`config.mk`:
```
export PLATFORM = sky130hd
export DESIGN_NAME = shapool_spi_host
export DESIGN_NICKNAME = d
export VERILOG_FILES = /design/src/rtl/shapool_host_pkg.sv /design/src/rtl/shapool_spi_half_period_timer.sv /design/src/rtl/shapool_spi_host.sv
export SDC_FILE = /design/constraint.sdc
export NUM_CORES = 1
export LEC_CHECK = 0
export ABC_CLOCK_PERIOD_IN_PS = 6200
export BUFFER_PORTS_ARGS = -buffer_cell sky130_fd_sc_hd__buf_2
export CORE_UTILIZATION = 53
export DETAILED_ROUTE_END_ITERATION = 8
export GPL_TIMING_DRIVEN = 0
export PLACE_DENSITY_LB_ADDON = 0.08
export SLEW_MARGIN = 20
export SYNTH_ARGS = -nofsm -noshare
export SYNTH_HDL_FRONTEND = slang
export SYNTH_SLANG_ARGS = --single-unit
```
`constraint.sdc`:
```
create_clock -name clk -period 6.2 [get_ports clk]
set_clock_uncertainty 0.1 [all_clocks]
set_input_delay 1.86 -clock clk [delete_from_list [all_inputs] [get_ports clk]]
set_output_delay 1.86 -clock clk [all_outputs]
set_load 0.05 [all_outputs]
```
`src/rtl/shapool_host_pkg.sv`:
```
`default_nettype none
// ============================================================================
// Module   : shapool_host_pkg
// Purpose  : Shared op codes, FSM states and default widths for the SPI host.
//            SHAPOOL_HOST_READY_WAIT_EN adds the WAIT_READY state.
// Revision : 1.0
// ============================================================================
package shapool_host_pkg;

   localparam int DEFAULT_JOB_CONFIG_WIDTH    = 8;
   localparam int DEFAULT_DEVICE_CONFIG_WIDTH = 8;
   localparam int DEFAULT_RESULT_WIDTH        = 40;
   localparam int DEFAULT_SCK_HALF_PERIOD     = 3;

   localparam logic [1:0] OP_LOAD_JOB    = 2'd0;
   localparam logic [1:0] OP_LOAD_DEVICE = 2'd1;
   localparam logic [1:0] OP_READ_RESULT = 2'd2;
   localparam logic [1:0] OP_RESERVED    = 2'd3;

   typedef enum logic [2:0] {
      ST_IDLE     = 3'd0,
      ST_LEAD     = 3'd1,
      ST_SCK_HIGH = 3'd2,
      ST_SCK_LOW  = 3'd3,
      ST_TRAIL    = 3'd4,
      ST_GAP      = 3'd5
`ifdef SHAPOOL_HOST_READY_WAIT_EN
      , ST_WAIT_READY = 3'd6
`endif
   } host_state_t;

   function automatic int max_int(input int a, input int b);
      return (a > b) ? a : b;
   endfunction

endpackage
`default_nettype wire

```
`src/rtl/shapool_spi_half_period_timer.sv`:
```
`default_nettype none
// ============================================================================
// Module   : shapool_spi_half_period_timer
// Purpose  : Emits a tick on the last cycle of each SCK half period; the count
//            restarts whenever the controlling FSM changes state.
// Revision : 1.0
// ============================================================================
module shapool_spi_half_period_timer #(
   parameter int HALF_PERIOD = 3
) (
   input  logic clk,
   input  logic reset_n,
   input  logic restart,
   output logic tick
);

   localparam int                c_CW   = $clog2(HALF_PERIOD) + 1;
   localparam logic [c_CW-1:0]   c_LAST = c_CW'(HALF_PERIOD - 1);
   localparam logic [c_CW-1:0]   c_ONE  = c_CW'(1);

   logic [c_CW-1:0] r_count;

   always_ff @(posedge clk or negedge reset_n) begin
      if (!reset_n) begin
         r_count <= '0;
      end else if (restart || tick) begin
         r_count <= '0;
      end else begin
         r_count <= r_count + c_ONE;
      end
   end

   assign tick = (r_count == c_LAST);

endmodule
`default_nettype wire

```
`src/rtl/shapool_spi_host.sv`:
```
`default_nettype none
// ============================================================================
// Module   : shapool_spi_host
// Purpose  : SPI mode-0 host for job/device config loads and result readback.
//            SHAPOOL_HOST_READY_WAIT_EN gates READ_RESULT on a device ready.
// Revision : 1.0
// ============================================================================
module shapool_spi_host
   import shapool_host_pkg::*;
#(
   parameter int JOB_CONFIG_WIDTH    = DEFAULT_JOB_CONFIG_WIDTH,
   parameter int DEVICE_CONFIG_WIDTH = DEFAULT_DEVICE_CONFIG_WIDTH,
   parameter int RESULT_WIDTH        = DEFAULT_RESULT_WIDTH,
   parameter int SCK_HALF_PERIOD     = DEFAULT_SCK_HALF_PERIOD
) (
   input  logic                           clk,
   input  logic                           reset_n,
`ifdef SHAPOOL_HOST_READY_WAIT_EN
   input  logic                           ready,
`endif
   input  logic                           cmd_valid,
   output logic                           cmd_ready,
   input  logic [1:0]                     cmd_op,
   input  logic [JOB_CONFIG_WIDTH-1:0]    job_config_in,
   input  logic [DEVICE_CONFIG_WIDTH-1:0] device_config_in,
   output logic                           rsp_valid,
   output logic [RESULT_WIDTH-1:0]        rsp_result,
   output logic                           sck0,
   output logic                           sdo0,
   output logic                           cs0_n,
   output logic                           sck1,
   output logic                           sdo1,
   output logic                           cs1_n,
   input  logic                           sdi1
);

   localparam int c_TX_W   = max_int(JOB_CONFIG_WIDTH, DEVICE_CONFIG_WIDTH);
   localparam int c_MAX_W  = max_int(c_TX_W, RESULT_WIDTH);
   localparam int c_BIT_CW = $clog2(c_MAX_W + 1);

   localparam logic [c_BIT_CW-1:0] c_BITS_JOB = c_BIT_CW'(JOB_CONFIG_WIDTH);
   localparam logic [c_BIT_CW-1:0] c_BITS_DEV = c_BIT_CW'(DEVICE_CONFIG_WIDTH);
   localparam logic [c_BIT_CW-1:0] c_BITS_RES = c_BIT_CW'(RESULT_WIDTH);
   localparam logic [c_BIT_CW-1:0] c_BIT_ONE  = c_BIT_CW'(1);

   host_state_t               r_state, w_state_nxt;
   logic [1:0]                r_op, w_op_nxt;
   logic [c_TX_W-1:0]         r_tx, w_tx_nxt;
   logic [RESULT_WIDTH-1:0]   r_rx, w_rx_nxt;
   logic [RESULT_WIDTH-1:0]   r_rsp_result, w_rsp_result_nxt;
   logic [c_BIT_CW-1:0]       r_bits, w_bits_nxt;
   logic                      r_rsp_valid, w_rsp_valid_nxt;
   logic                      r_cs0_n, r_cs1_n, r_sck0, r_sck1, r_sdo0, r_sdo1;
   logic                      w_cs0_n_nxt, w_cs1_n_nxt, w_sck0_nxt, w_sck1_nxt;
   logic                      w_sdo0_nxt, w_sdo1_nxt;
   logic                      w_active_nxt;
   logic                      w_tick, w_restart;

`ifdef SHAPOOL_HOST_READY_WAIT_EN
   logic [1:0] r_ready_sync;

   always_ff @(posedge clk or negedge reset_n) begin
      if (!reset_n) begin
         r_ready_sync <= 2'b00;
      end else begin
         r_ready_sync <= {r_ready_sync[0], ready};
      end
   end
`endif

   shapool_spi_half_period_timer #(
      .HALF_PERIOD (SCK_HALF_PERIOD)
   ) u_timer (
      .clk     (clk),
      .reset_n (reset_n),
      .restart (w_restart),
      .tick    (w_tick)
   );

   assign w_restart = (w_state_nxt != r_state);

   always_comb begin
      w_state_nxt      = r_state;
      w_op_nxt         = r_op;
      w_tx_nxt         = r_tx;
      w_rx_nxt         = r_rx;
      w_bits_nxt       = r_bits;
      w_rsp_valid_nxt  = 1'b0;
      w_rsp_result_nxt = r_rsp_result;

      case (r_state)
         ST_IDLE: begin
            if (cmd_valid) begin
               w_op_nxt   = cmd_op;
               w_rx_nxt   = '0;
               w_tx_nxt   = '0;
               w_bits_nxt = '0;
               case (cmd_op)
                  OP_LOAD_JOB: begin
                     // Left-justify so the MSB always sits at the top of the shifter.
                     w_tx_nxt    = c_TX_W'(job_config_in) << (c_TX_W - JOB_CONFIG_WIDTH);
                     w_bits_nxt  = c_BITS_JOB;
                     w_state_nxt = ST_LEAD;
                  end
                  OP_LOAD_DEVICE: begin
                     w_tx_nxt    = c_TX_W'(device_config_in) << (c_TX_W - DEVICE_CONFIG_WIDTH);
                     w_bits_nxt  = c_BITS_DEV;
                     w_state_nxt = ST_LEAD;
                  end
                  OP_READ_RESULT: begin
                     w_bits_nxt  = c_BITS_RES;
`ifdef SHAPOOL_HOST_READY_WAIT_EN
                     w_state_nxt = ST_WAIT_READY;
`else
                     w_state_nxt = ST_LEAD;
`endif
                  end
                  default: begin
                     w_rsp_valid_nxt = 1'b1;
                  end
               endcase
            end
         end
`ifdef SHAPOOL_HOST_READY_WAIT_EN
         ST_WAIT_READY: begin
            if (r_ready_sync[1]) begin
               w_state_nxt = ST_LEAD;
            end
         end
`endif
         ST_LEAD, ST_SCK_LOW: begin
            if (w_tick) begin
               w_state_nxt = ST_SCK_HIGH;
               // Captures sdi1 as it stood just before the rising SCK edge.
               if (r_op == OP_READ_RESULT) begin
                  w_rx_nxt = {r_rx[RESULT_WIDTH-2:0], sdi1};
               end
            end
         end
         ST_SCK_HIGH: begin
            if (w_tick) begin
               w_tx_nxt    = r_tx << 1;
               w_bits_nxt  = r_bits - c_BIT_ONE;
               w_state_nxt = (r_bits == c_BIT_ONE) ? ST_TRAIL : ST_SCK_LOW;
            end
         end
         ST_TRAIL: begin
            if (w_tick) begin
               w_state_nxt     = ST_GAP;
               w_rsp_valid_nxt = 1'b1;
               if (r_op == OP_READ_RESULT) begin
                  w_rsp_result_nxt = r_rx;
               end
            end
         end
         ST_GAP: begin
            if (w_tick) begin
               w_state_nxt = ST_IDLE;
            end
         end
         default: begin
            w_state_nxt = ST_IDLE;
         end
      endcase

      // Pin levels follow the upcoming state so every SPI output is a flop.
      w_active_nxt = (w_state_nxt == ST_LEAD)    || (w_state_nxt == ST_SCK_HIGH) ||
                     (w_state_nxt == ST_SCK_LOW) || (w_state_nxt == ST_TRAIL);
      w_cs0_n_nxt  = !(w_active_nxt && (w_op_nxt == OP_LOAD_JOB));
      w_cs1_n_nxt  = !(w_active_nxt && ((w_op_nxt == OP_LOAD_DEVICE) ||
                                        (w_op_nxt == OP_READ_RESULT)));
      w_sck0_nxt   = !w_cs0_n_nxt && (w_state_nxt == ST_SCK_HIGH);
      w_sck1_nxt   = !w_cs1_n_nxt && (w_state_nxt == ST_SCK_HIGH);
      w_sdo0_nxt   = !w_cs0_n_nxt && w_tx_nxt[c_TX_W-1];
      w_sdo1_nxt   = !w_cs1_n_nxt && (w_op_nxt == OP_LOAD_DEVICE) && w_tx_nxt[c_TX_W-1];
   end

   always_ff @(posedge clk or negedge reset_n) begin
      if (!reset_n) begin
         r_state      <= ST_IDLE;
         r_op         <= OP_LOAD_JOB;
         r_tx         <= '0;
         r_rx         <= '0;
         r_bits       <= '0;
         r_rsp_valid  <= 1'b0;
         r_rsp_result <= '0;
         r_cs0_n      <= 1'b1;
         r_cs1_n      <= 1'b1;
         r_sck0       <= 1'b0;
         r_sck1       <= 1'b0;
         r_sdo0       <= 1'b0;
         r_sdo1       <= 1'b0;
      end else begin
         r_state      <= w_state_nxt;
         r_op         <= w_op_nxt;
         r_tx         <= w_tx_nxt;
         r_rx         <= w_rx_nxt;
         r_bits       <= w_bits_nxt;
         r_rsp_valid  <= w_rsp_valid_nxt;
         r_rsp_result <= w_rsp_result_nxt;
         r_cs0_n      <= w_cs0_n_nxt;
         r_cs1_n      <= w_cs1_n_nxt;
         r_sck0       <= w_sck0_nxt;
         r_sck1       <= w_sck1_nxt;
         r_sdo0       <= w_sdo0_nxt;
         r_sdo1       <= w_sdo1_nxt;
      end
   end

   assign cmd_ready  = (r_state == ST_IDLE);
   assign rsp_valid  = r_rsp_valid;
   assign rsp_result = r_rsp_result;
   assign cs0_n      = r_cs0_n;
   assign cs1_n      = r_cs1_n;
   assign sck0       = r_sck0;
   assign sck1       = r_sck1;
   assign sdo0       = r_sdo0;
   assign sdo1       = r_sdo1;

endmodule
`default_nettype wire
```
==> results of run 1 <==
==> routing by layer <==
layer	GRT usage, %	up-vias
met2	33.5	74
li1	-	1562
met5	0	-
met4	7.20	0
met3	3.14	9
met1	28.6	1549
==> cells by family (layout without fill, tap and decap cells) <==
logic type | count (synthesis) | in the layout | synth area share [%]
xor gates and xnor gates | 3 | 3 | 0.575
muxes | 47 | 47 | 11.4
AOI/OAI and AO/OA | 70 | 70 | 9.04
and+or+nand+nor | 145 | 145 | 14.5
buffers and inverters | 31 | 117 | 3.18
DFF | 109 | 109 | 59.7
adders and majority gates | 6 | 6 | 1.64
==> area by class of cell <==
type                    count  area share, %
inverters                   6          0.426
clock inverters             6           1.30
repair buffers             70           7.17
multi-input cells         271           32.0
well taps                 105           2.49
plain buffers              25           2.32
clock buffers              10           2.60
flip-flops and latches    109           51.6
==> Yosys cell counts (2+ instances only) <==
cell and number:
and2_1 4, o21ai_0 10, mux2_1 32, clkbuf_1 9, dfrtp_1 107, nor3_1 2
xor2_1 2, nand2b_1 3, o211ai_1 2, buf_2 14, and3_1 3, dfstp_2 2
mux2i_1 8, mux2_2 7, nor2b_1 4, inv_1 4, nand3_1 5, a21oi_1 22
nand2_1 97, o21ai_1 22, nand3b_1 2, nor2_1 15, a221o_1 6, nand4_1 2
ha_1 6, inv_2 2
==> placed cells by master (no fill, tap or decap), drive strengths merged, types with 2 or more instances in the layout <==
cell	n
nor2	16
nor3	3
xor2	2
ha	6
nand2b	3
and2	4
clkbuf	19
nand2	97
nand3b	2
dfstp	2
inv	8
mux2i	8
and3	3
o211ai	2
dfrtp	107
a221o	7
mux2	39
buf	86
o21ai	33
nor2b	4
a21oi	22
nand3	5
clkinv	2
nand4	2
==> registers in the layout (all words and copies together), names as in the netlist <==
| name | flops |
|---|---|
| r_bits | 6 |
| r_rx | 40 |
| rsp_result | 40 |
| cs1_n | 1 |
| sdo1 | 1 |
| u_timer.r_count | 3 |
| rsp_valid | 1 |
| r_tx | 8 |
| r_state | 3 |
| sck1 | 1 |
| r_op | 2 |
| sck0 | 1 |
| sdo0 | 1 |
| cs0_n | 1 |
==> worst min path at each step <==
stage / start / to / slack, ns / depth (start not counted)
2_1_floorplan: u_timer.r_count[0]$_DFF_PN0_ / u_timer.r_count[0]$_DFF_PN0_ / 0.33 / 1
3_3_place_gp: u_timer.r_count[0]$_DFF_PN0_ / u_timer.r_count[0]$_DFF_PN0_ / 0.35 / 1
3_5_place_dp: u_timer.r_count[0]$_DFF_PN0_ / u_timer.r_count[0]$_DFF_PN0_ / 0.36 / 1
4_1_cts: u_timer.r_count[0]$_DFF_PN0_ / u_timer.r_count[0]$_DFF_PN0_ / 0.37 / 1
5_1_grt: u_timer.r_count[0]$_DFF_PN0_ / u_timer.r_count[0]$_DFF_PN0_ / 0.39 / 1
6_report: u_timer.r_count[0]$_DFF_PN0_ / u_timer.r_count[0]$_DFF_PN0_ / 0.36 / 1
==> power by group through the flow <==
stage	Clock, W	Sequential (W)	Combinational [W]
global route	0.000484	0.00109	0.000658
detailed placement	0	0.00107	0.000580
floorplan	0	0.00108	0.000396
CTS	0.000454	0.00106	0.000583
global placement	0	0.00107	0.000556
finish	0.000443	0.00106	0.000574
==> per-stage QoR <==
stage / std cells / power (W)
after CTS: 602 / 0.00210
after global routing: 602 / 0.00223
final: 602 / 0.00208
after floorplan: 411 / 0.00148
after detailed placement: 586 / 0.00165
after global placement: 585 / 0.00162
==> metrics.txt, run 1 <==
status=finished, final reports clean; Worst-Margin Slew=0.474 ns; largest net degree at the start of global routing=81; synthesized flop and latch total=109; Layout Utilization=63.7%; I/O Pins=70; final setup TNS=0 ns; max_cap viols=0; met1 wire length=3910 um; Rel. slew slack=68.4%; initial antenna violation count=0; CTS max path bufs=2; PD cells=393 nW/um^2; Total Nets Final=520; Worst Path Buf+Inv=2; crit path capture=cmd_ready; Main synth FF type=dfrtp_1; vias in the first global route=2957; Clock Power Share=21.3%; Worst path depth=3; Detail Route met3 WL=330 um; Slowest-stage cell, CP=dfrtp_1; htree depth=3; post-route cell area=5290 um^2; reg-to-reg setup timing slack=3.83 ns; reg2reg path depth=7; Num CTS Buffers=9; Initial Util=55.1%; DR WL met2=3980 um; leakage power=2.74 nW; highest clock rate=283 MHz; critical path cell sequence=clkbuf_1 > nor3_1 > buf_2; top post-synthesis cells by area=dfrtp_1 (59%), nand2_1 (8.0%), mux2_1 (7.9%); Comb power frac=27.6%; hpwl dp=5930 um; Die Area=9000 um^2; period utilization=57.0%; Top Metal Used=met4; drt initial violations=132; PortBufs=69; Overflow after GRT=0; Mean Syn Cell Area=11.1 um^2; routed vias=3194; Seq/Total Area, Yosys=59.7%; NetSw=0.000741 W; Crit. End Element=output pin; crit path launch type=register; ANT cells=0; register area=2730 um^2; VDD IR max=0.286 mV; row count=33; Crit path required time=4.24 ns; reg-to-reg endpoint=sck1$_DFF_PN0_; TritonCTS clock tree=yes; Distinct cells, synth=45; drt first pass iters=4; Crit path max-delay family=buffers and inverters; Setup Buffers After CTS=0; Layout area overhead=15.7%; Total GRT Usage=20.7%; global placement routability congestion=0.756; vias per cell=5.31; Mapped Area=4570 um^2; layout cells sized above 1=23.9%; Flop pwr share=51.0%; placed cell area=5080 um^2; unrepaired setup endpoints after global routing=false; number of synthesized flops with an enable pin=0; root buffer cell=clkbuf_8; number of routed nets with antenna violations=0; Hold Path Class=register to register; r2r startpoint=r_state[0]$_DFF_PN0_; Core Box Area=8300 um^2; Hold WS=0.362 ns; final WL=8340 um; Async SR Flop Fraction=100%; PnR worst setup slack=2.66 ns; switching share of total power=35.7%; multi-input logic area=1690 um^2; Residual DRC=0; Fillers=697; CTS clk-pin slew, worst paths=0.10 ns; max-slew violations=0; syn_nets=439; Syn Inst Count=411; wire per inst=13.8 um; Worst Setup SP=r_state[2]$_DFF_PN0_; Max FO, Critical Path=10; critical path's largest stage delay=0.48 ns; Warnings, synthesis=0; final setup vio count=0; first-pass GRT wire length=14300 um; number of hold violations in the final report=0; Tmin final=3.54 ns; cells resized by post-CTS repair=0; Die H=94.9 um; Synth top area share=58.6%; later-pin clock latency in the skew report=0.36 ns; clock sink count=109; Synth area leader=dfrtp_1; Crit Path Class=register to output pin; Pint=0.00134 W; dpl ws=2.48 ns; # hold bufs at CTS=0; crit path DAT=1.58 ns; die width=94.9 um
Note: power is estimated with default switching activity, not from simulation.
==> inputs of run 2 (changes only) <==
- ABC_AREA: unset -> 1
- ABC_CLOCK_PERIOD_IN_PS: 6200 -> 3100
- CORE_UTILIZATION: 53 -> 51
- clock period: 6.2 -> 3.1 ns (I/O delays scaled with it)
==> run 2 against run 1 <==
Against the previous run:
- register-to-register slack lost 2.6 ns
- non-clock buffer count is the same
- area after synthesis grew 0.49%
- via count grew 10%
==> metrics.txt, run 2 <==
status=finished, final reports clean; Die Area=9390 um^2 (+4.3%); Worst-Margin Slew=0.460 ns (-0.0141 ns); commonest non-fill, non-tap cell in the layout=dfrtp_1; Hold Path Class=input pin to asynchronous set/reset pin; Clock Power Share=20.9% (-0.4 points); Seq/Total Area, Yosys=59.5% (-0.29 points); CTS max path bufs=2 (unchanged); Tmin final=2.55 ns; dpl ws=0.758 ns (-1.72 ns); VDD IR max=0.443 mV (+55%); row count=34 (+3.0%); number of synthesized flops with an enable pin=0 (unchanged); Initial Util=52.7% (-2.4 points); most frequent cells in the layout=dfrtp_1 (107), buf_2 (76), nand2_1 (73); Distinct cells, synth=34 (-24%); register area=2730 um^2 (unchanged); Finished Layout Cells=687 (+14%); Hold WS=0.331 ns (-0.0314 ns); Comb power frac=31.4% (+3.8 points); Total Nets Final=602 (+16%); routed vias=3519 (+10%); Flop pwr share=47.7% (-3.3 points); Warnings, synthesis=0 (unchanged); I/O Pins=70 (unchanged); leakage power=2.69 nW (-1.5%); Overflow after GRT=0 (unchanged); Syn Inst Count=493 (+20%); unrepaired setup endpoints after global routing=false; GRT met3 Usage=2.75% (-0.39 points); Fillers=759 (+8.9%); Main synth FF type=dfrtp_1; number of routed nets with antenna violations=0 (unchanged); Core Box Area=8720 um^2 (+5.1%); top post-synthesis cells by count=dfrtp_1 (107), nand2_1 (73), inv_1 (69); reg-to-reg setup timing slack=1.20 ns (-2.63 ns); TritonCTS clock tree=yes; Total GRT Usage=20.7% (-0.054 points); cells resized by post-CTS repair=0 (unchanged); Placed Instances=671 (+15%); Worst Setup SP=r_state[0]$_DFF_PN0_; Max FO, Critical Path=5 (-5); number of hold violations in the final report=0 (unchanged); period utilization=82.2%; final WL=9060 um (+8.7%); htree depth=3 (unchanged); final setup vio count=0 (unchanged); GR Layer Usage met2=34.7% (+1.2 points); Layout area overhead=15.2%; PnR worst setup slack=0.552 ns (-2.11 ns); met1 Usage GRT=27.9% (-0.74 points); Die H=96.9 um (+2.2%); crit path DAT=1.52 ns (-0.06 ns); Mapped Area=4590 um^2 (+0.49%); Pint=0.00234 W (+75%); highest clock rate=392 MHz; initial antenna violation count=0 (unchanged); Crit Path Class=register to output pin; die width=96.9 um (+2.2%); Rel. slew slack=69.3% (+0.94 points); NetSw=0.00145 W (+95%); first-pass GRT wire length=15900 um (+12%); r2r startpoint=u_timer.r_count[0]$_DFF_PN0_; synthesized flop and latch total=109 (unchanged); later-pin clock latency in the skew report=0.36 ns (about the same); global routing's busiest layer=met2; layout cells sized above 1=20.9% (-3.0 points); Synth area leader=dfrtp_1; max_cap viols=0 (unchanged); root buffer cell=clkbuf_8; multi-input logic area=1450 um^2 (-14%); Num CTS Buffers=9 (unchanged); drt first pass iters=6 (+2); crit path capture=cmd_ready; largest net degree at the start of global routing=79 (-2.5%); Setup Buffers After CTS=0 (unchanged); Residual DRC=0 (unchanged); vias in the first global route=3547 (+20%); most common cell in the synthesized netlist=dfrtp_1; clock sink count=109 (unchanged); switching share of total power=38.2% (+2.5 points); max-slew violations=0 (unchanged); PD cells=716 nW/um^2 (+82%); global placement routability congestion=0.786 (+4.0%); drt initial violations=156 (+18%); vias per cell=5.12 (-3.5%); syn_nets=521 (+19%); Crit. End Element=output pin; reg2reg path depth=8 (+1); Async SR Flop Fraction=100% (unchanged); wire per inst=13.2 um (-4.7%); reg-to-reg endpoint=rsp_result[28]$_DFFE_PN0P_; CTS clk-pin slew, worst paths=0.10 ns (about the same); hpwl dp=6660 um (+12%); Layout Utilization=60.7% (-3.0 points); top post-synthesis cells by area=dfrtp_1 (58%), nand2_1 (6.0%), inv_1 (5.6%); PortBufs=69 (unchanged); Mean Syn Cell Area=9.31 um^2 (-16%); ANT cells=0 (unchanged); Synth top area share=58.3% (-0.29 points); # hold bufs at CTS=0 (unchanged); Crit path required time=2.07 ns (-2.17 ns); crit path launch type=register
run 2: cell types whose count changed in the layout (fill, tap and decap cells not counted), moves of 8 or more:
cell / previous run / this run
inv_1: 4 / 69
mux2_1: 32 / 0
mux2i_1: 8 / 0
nand2_1: 97 / 73
nand3_1: 5 / 44
o21ai_0: 10 / 50
o21ai_1: 22 / 43
run 2: worst min-delay path by stage:
stage                                            start                            to  slack (ns)  cells after the start
final                                          reset_n    rsp_result[10]$_DFFE_PN0P_        0.33                      1
after global routing                           reset_n    rsp_result[20]$_DFFE_PN0P_        0.33                      1
after CTS                                      reset_n    rsp_result[10]$_DFFE_PN0P_        0.32                      1
after detailed placement  u_timer.r_count[0]$_DFF_PN0_  u_timer.r_count[0]$_DFF_PN0_        0.36                      1
after global placement    u_timer.r_count[0]$_DFF_PN0_  u_timer.r_count[0]$_DFF_PN0_        0.35                      1
after floorplan           u_timer.r_count[0]$_DFF_PN0_  u_timer.r_count[0]$_DFF_PN0_        0.33                      1
run 2: area by class of cell:
type | instances | area share, %
buffer | 25 | 2.55
clock buffer | 10 | 2.41
inverter | 74 | 5.25
tap | 108 | 2.55
multi-input combinational | 285 | 27.4
sequential | 109 | 51.6
clock inverter | 6 | 1.06
timing repair buffer | 70 | 7.17
run 2: metal layers:
layer | wire [um] | vias up
li1 | - | 1758
met1 | 4390 | 1690
met2 | 4320 | 64
met3 | 264 | 7
met4 | 78 | 0
met5 | 0 | -
run 2: power by group through the flow:
stage | logic, W | clock network, W | registers (W)
after global routing | 0.00136 | 0.000877 | 0.00184
after CTS | 0.00120 | 0.000821 | 0.00181
final | 0.00119 | 0.000793 | 0.00181
after detailed placement | 0.00120 | 0 | 0.00183
after floorplan | 0.000817 | 0 | 0.00190
after global placement | 0.00116 | 0 | 0.00183
run 2: per-stage QoR:
step	area [um^2]	setup TNS, ns	total power (W)
after floorplan	4590	0	0.00271
after global placement	5070	-19.65	0.00299
after detailed placement	5110	0	0.00303
after CTS	5290	0	0.00383
after global routing	5290	0	0.00407
final	5290	0	0.00379
run 2: logic make-up after synthesis:
kind of cell | count (synthesis) | synth area share [%]
compound gates | 124 | 14.3
simple gates | 153 | 15.3
flops | 109 | 59.5
buf+inv | 99 | 8.99
fa+ha+maj | 6 | 1.63
xor+xnor | 2 | 0.382
run 2: worst max-delay path: stages, from the launching register on:
cell     delay, ns
dfrtp_1       0.45
inv_2         0.12
nand2_1       0.12
nor2_1        0.19
buf_2         0.30
==> inputs of run 3 (changes only) <==
- ABC_CLOCK_PERIOD_IN_PS: 3100 -> 2000
- clock period: 3.1 -> 2 ns (I/O delays scaled with it)
==> run 3 against run 2 <==
Against the previous run:
- final area is 1.1% higher
- largest cell class unchanged
- cell count is 0.29% higher
- sequential share of layout area fell by 0.56 points
- clock power grew 70%
- critical endpoint unchanged
- highest routed layer unchanged
==> metrics.txt, run 3 (synthesis gave the netlist of run 2 again) <==
final setup vio count=0 (unchanged); PnR worst setup slack=0.0446 ns (-0.507 ns); Total Nets Final=604 (+0.33%); wire per inst=13.2 um (+0.39%); crit path launch type=register; Die Area=9390 um^2 (unchanged); routed vias=3533 (+0.40%); clock sink count=109 (unchanged); unrepaired setup endpoints after global routing=false; hpwl dp=6450 um (-3.2%); CTS clk-pin slew, worst paths=0.10 ns (about the same); drt initial violations=114 (-27%); ANT cells=0 (unchanged); number of routed nets with antenna violations=0 (unchanged); Initial Util=52.7% (unchanged); number of hold violations in the final report=0 (unchanged); I/O Pins=70 (unchanged); htree depth=3 (unchanged); crit path DAT=1.26 ns (-0.26 ns); status=finished, final reports clean; Layout Utilization=61.3% (+0.66 points); Layout area overhead=16.5%; max-slew violations=0 (unchanged); dpl ws=-0.0194 ns (-0.778 ns); Tmin final=1.96 ns; Crit Path Class=register to output pin; PD cells=1130 nW/um^2 (+58%); TritonCTS clock tree=yes; Rel. slew slack=69.8% (+0.49 points); vias in the first global route=3520 (-0.76%); root buffer cell=clkbuf_8; layout cells sized above 1=22.7% (+1.8 points); vias per cell=5.13 (+0.11%); Hold Path Class=input pin to asynchronous set/reset pin; largest net degree at the start of global routing=64 (-19%); period utilization=97.8%; first-pass GRT wire length=16100 um (+1.3%); Core Box Area=8720 um^2 (unchanged); # hold bufs at CTS=0 (unchanged); Max FO, Critical Path=5 (unchanged); final WL=9120 um (+0.68%); Residual DRC=0 (unchanged); commonest non-fill, non-tap cell in the layout=dfrtp_1; die width=96.9 um (unchanged); drt first pass iters=7 (+1); row count=34 (unchanged); CTS max path bufs=2 (unchanged); max_cap viols=0 (unchanged); global placement routability congestion=0.800 (+1.8%); most frequent cells in the layout=dfrtp_1 (107), buf_2 (75), nand2_1 (71); VDD IR max=0.607 mV (+37%); Total GRT Usage=21.0% (+0.34 points); Die H=96.9 um (unchanged); leakage power=2.72 nW (+0.91%); Crit path required time=1.30 ns (-0.77 ns); highest clock rate=511 MHz; Crit. End Element=output pin; later-pin clock latency in the skew report=0.36 ns (about the same); Num CTS Buffers=9 (unchanged); initial antenna violation count=0 (unchanged); Overflow after GRT=0 (unchanged); Worst-Margin Slew=0.453 ns (-0.00736 ns); PortBufs=69 (unchanged)
-- run 3: cell types whose count changed in the layout (fill, tap and decap cells not counted), sizes merged --
cell / before / now
buf: 88 / 90
bufinv: 0 / 1
clkinv: 5 / 3
clkinvlp: 0 / 1
-- run 3: what timing repair did --
item | in CTS | in global routing
pin swaps | 1 | 1
hold endpoints to repair | 0 | 0
setup buffers | 2 | 0
gates cloned | 0 | 0
resized for setup | 4 | 10
endpoints found under the setup margin | 1 | 39
-- run 3: cell type report --
class / instances / area, um^2
buffer: 25 / 139
clock buffer: 10 / 128
clock inverter: 6 / 71.3
fill: 769 / 3370
inverter: 74 / 278
multi-input combinational: 285 / 1470
sequential: 109 / 2730
tap: 108 / 135
timing repair buffer: 72 / 400
-- run 3: worst paths after layout --
kind / startpoint / end / slack [ns] / cells after the start
max reg2reg: r_state[0]$_DFF_PN0_ / sck1$_DFF_PN0_ / 0.21 / 8
min in group clk: u_timer.r_count[0]$_DFF_PN0_ / u_timer.r_count[0]$_DFF_PN0_ / 0.37 / 1
min reg2reg: u_timer.r_count[0]$_DFF_PN0_ / u_timer.r_count[0]$_DFF_PN0_ / 0.37 / 1
max in group asynchronous: reset_n / cs0_n$_DFF_PN1_ / 1.05 / 2
min: reset_n / rsp_result[10]$_DFFE_PN0P_ / 0.05 / 1
max: r_state[0]$_DFF_PN0_ / cmd_ready / 0.04 / 4
-- run 3: report_power, final --
part,internal [W],leakage [nW],switching [W]
registers,0.00259,1.48,0.000202
logic,0.000608,1.14,0.00131
clock network,0.000594,0.0988,0.000756
total,0.00379,2.72,0.00226
-- run 3: metal layers --
metal | track usage, % | part of all wire, %
met5 | 0 | 0
met4 | 7.23 | 1.4
met3 | 3.68 | 3.5
met2 | 33.5 | 47
met1 | 29.2 | 48
-- run 3: critical path, cell delays in order (launching register included) --
cell and delay (ns):
dfrtp_1 0.41, inv_2 0.10, nand2_2 0.10, nor2_4 0.12, buf_6 0.17
-- run 3: per-stage QoR --
step | TNS [ns] | instance area, um^2 | instances | total power [W] | hold slack, ns
global route | 0 | 5350 | 689 | 0.00647 | 0.0657
CTS | 0 | 5340 | 689 | 0.00609 | 0.0531
floorplan | 0 | 4590 | 493 | 0.00421 | 0.204
finish | 0 | 5350 | 689 | 0.00605 | 0.0491
detailed placement | -0.0194 | 5110 | 671 | 0.00469 | 0.366
global placement | -104.12 | 5070 | 670 | 0.00463 | 0.345
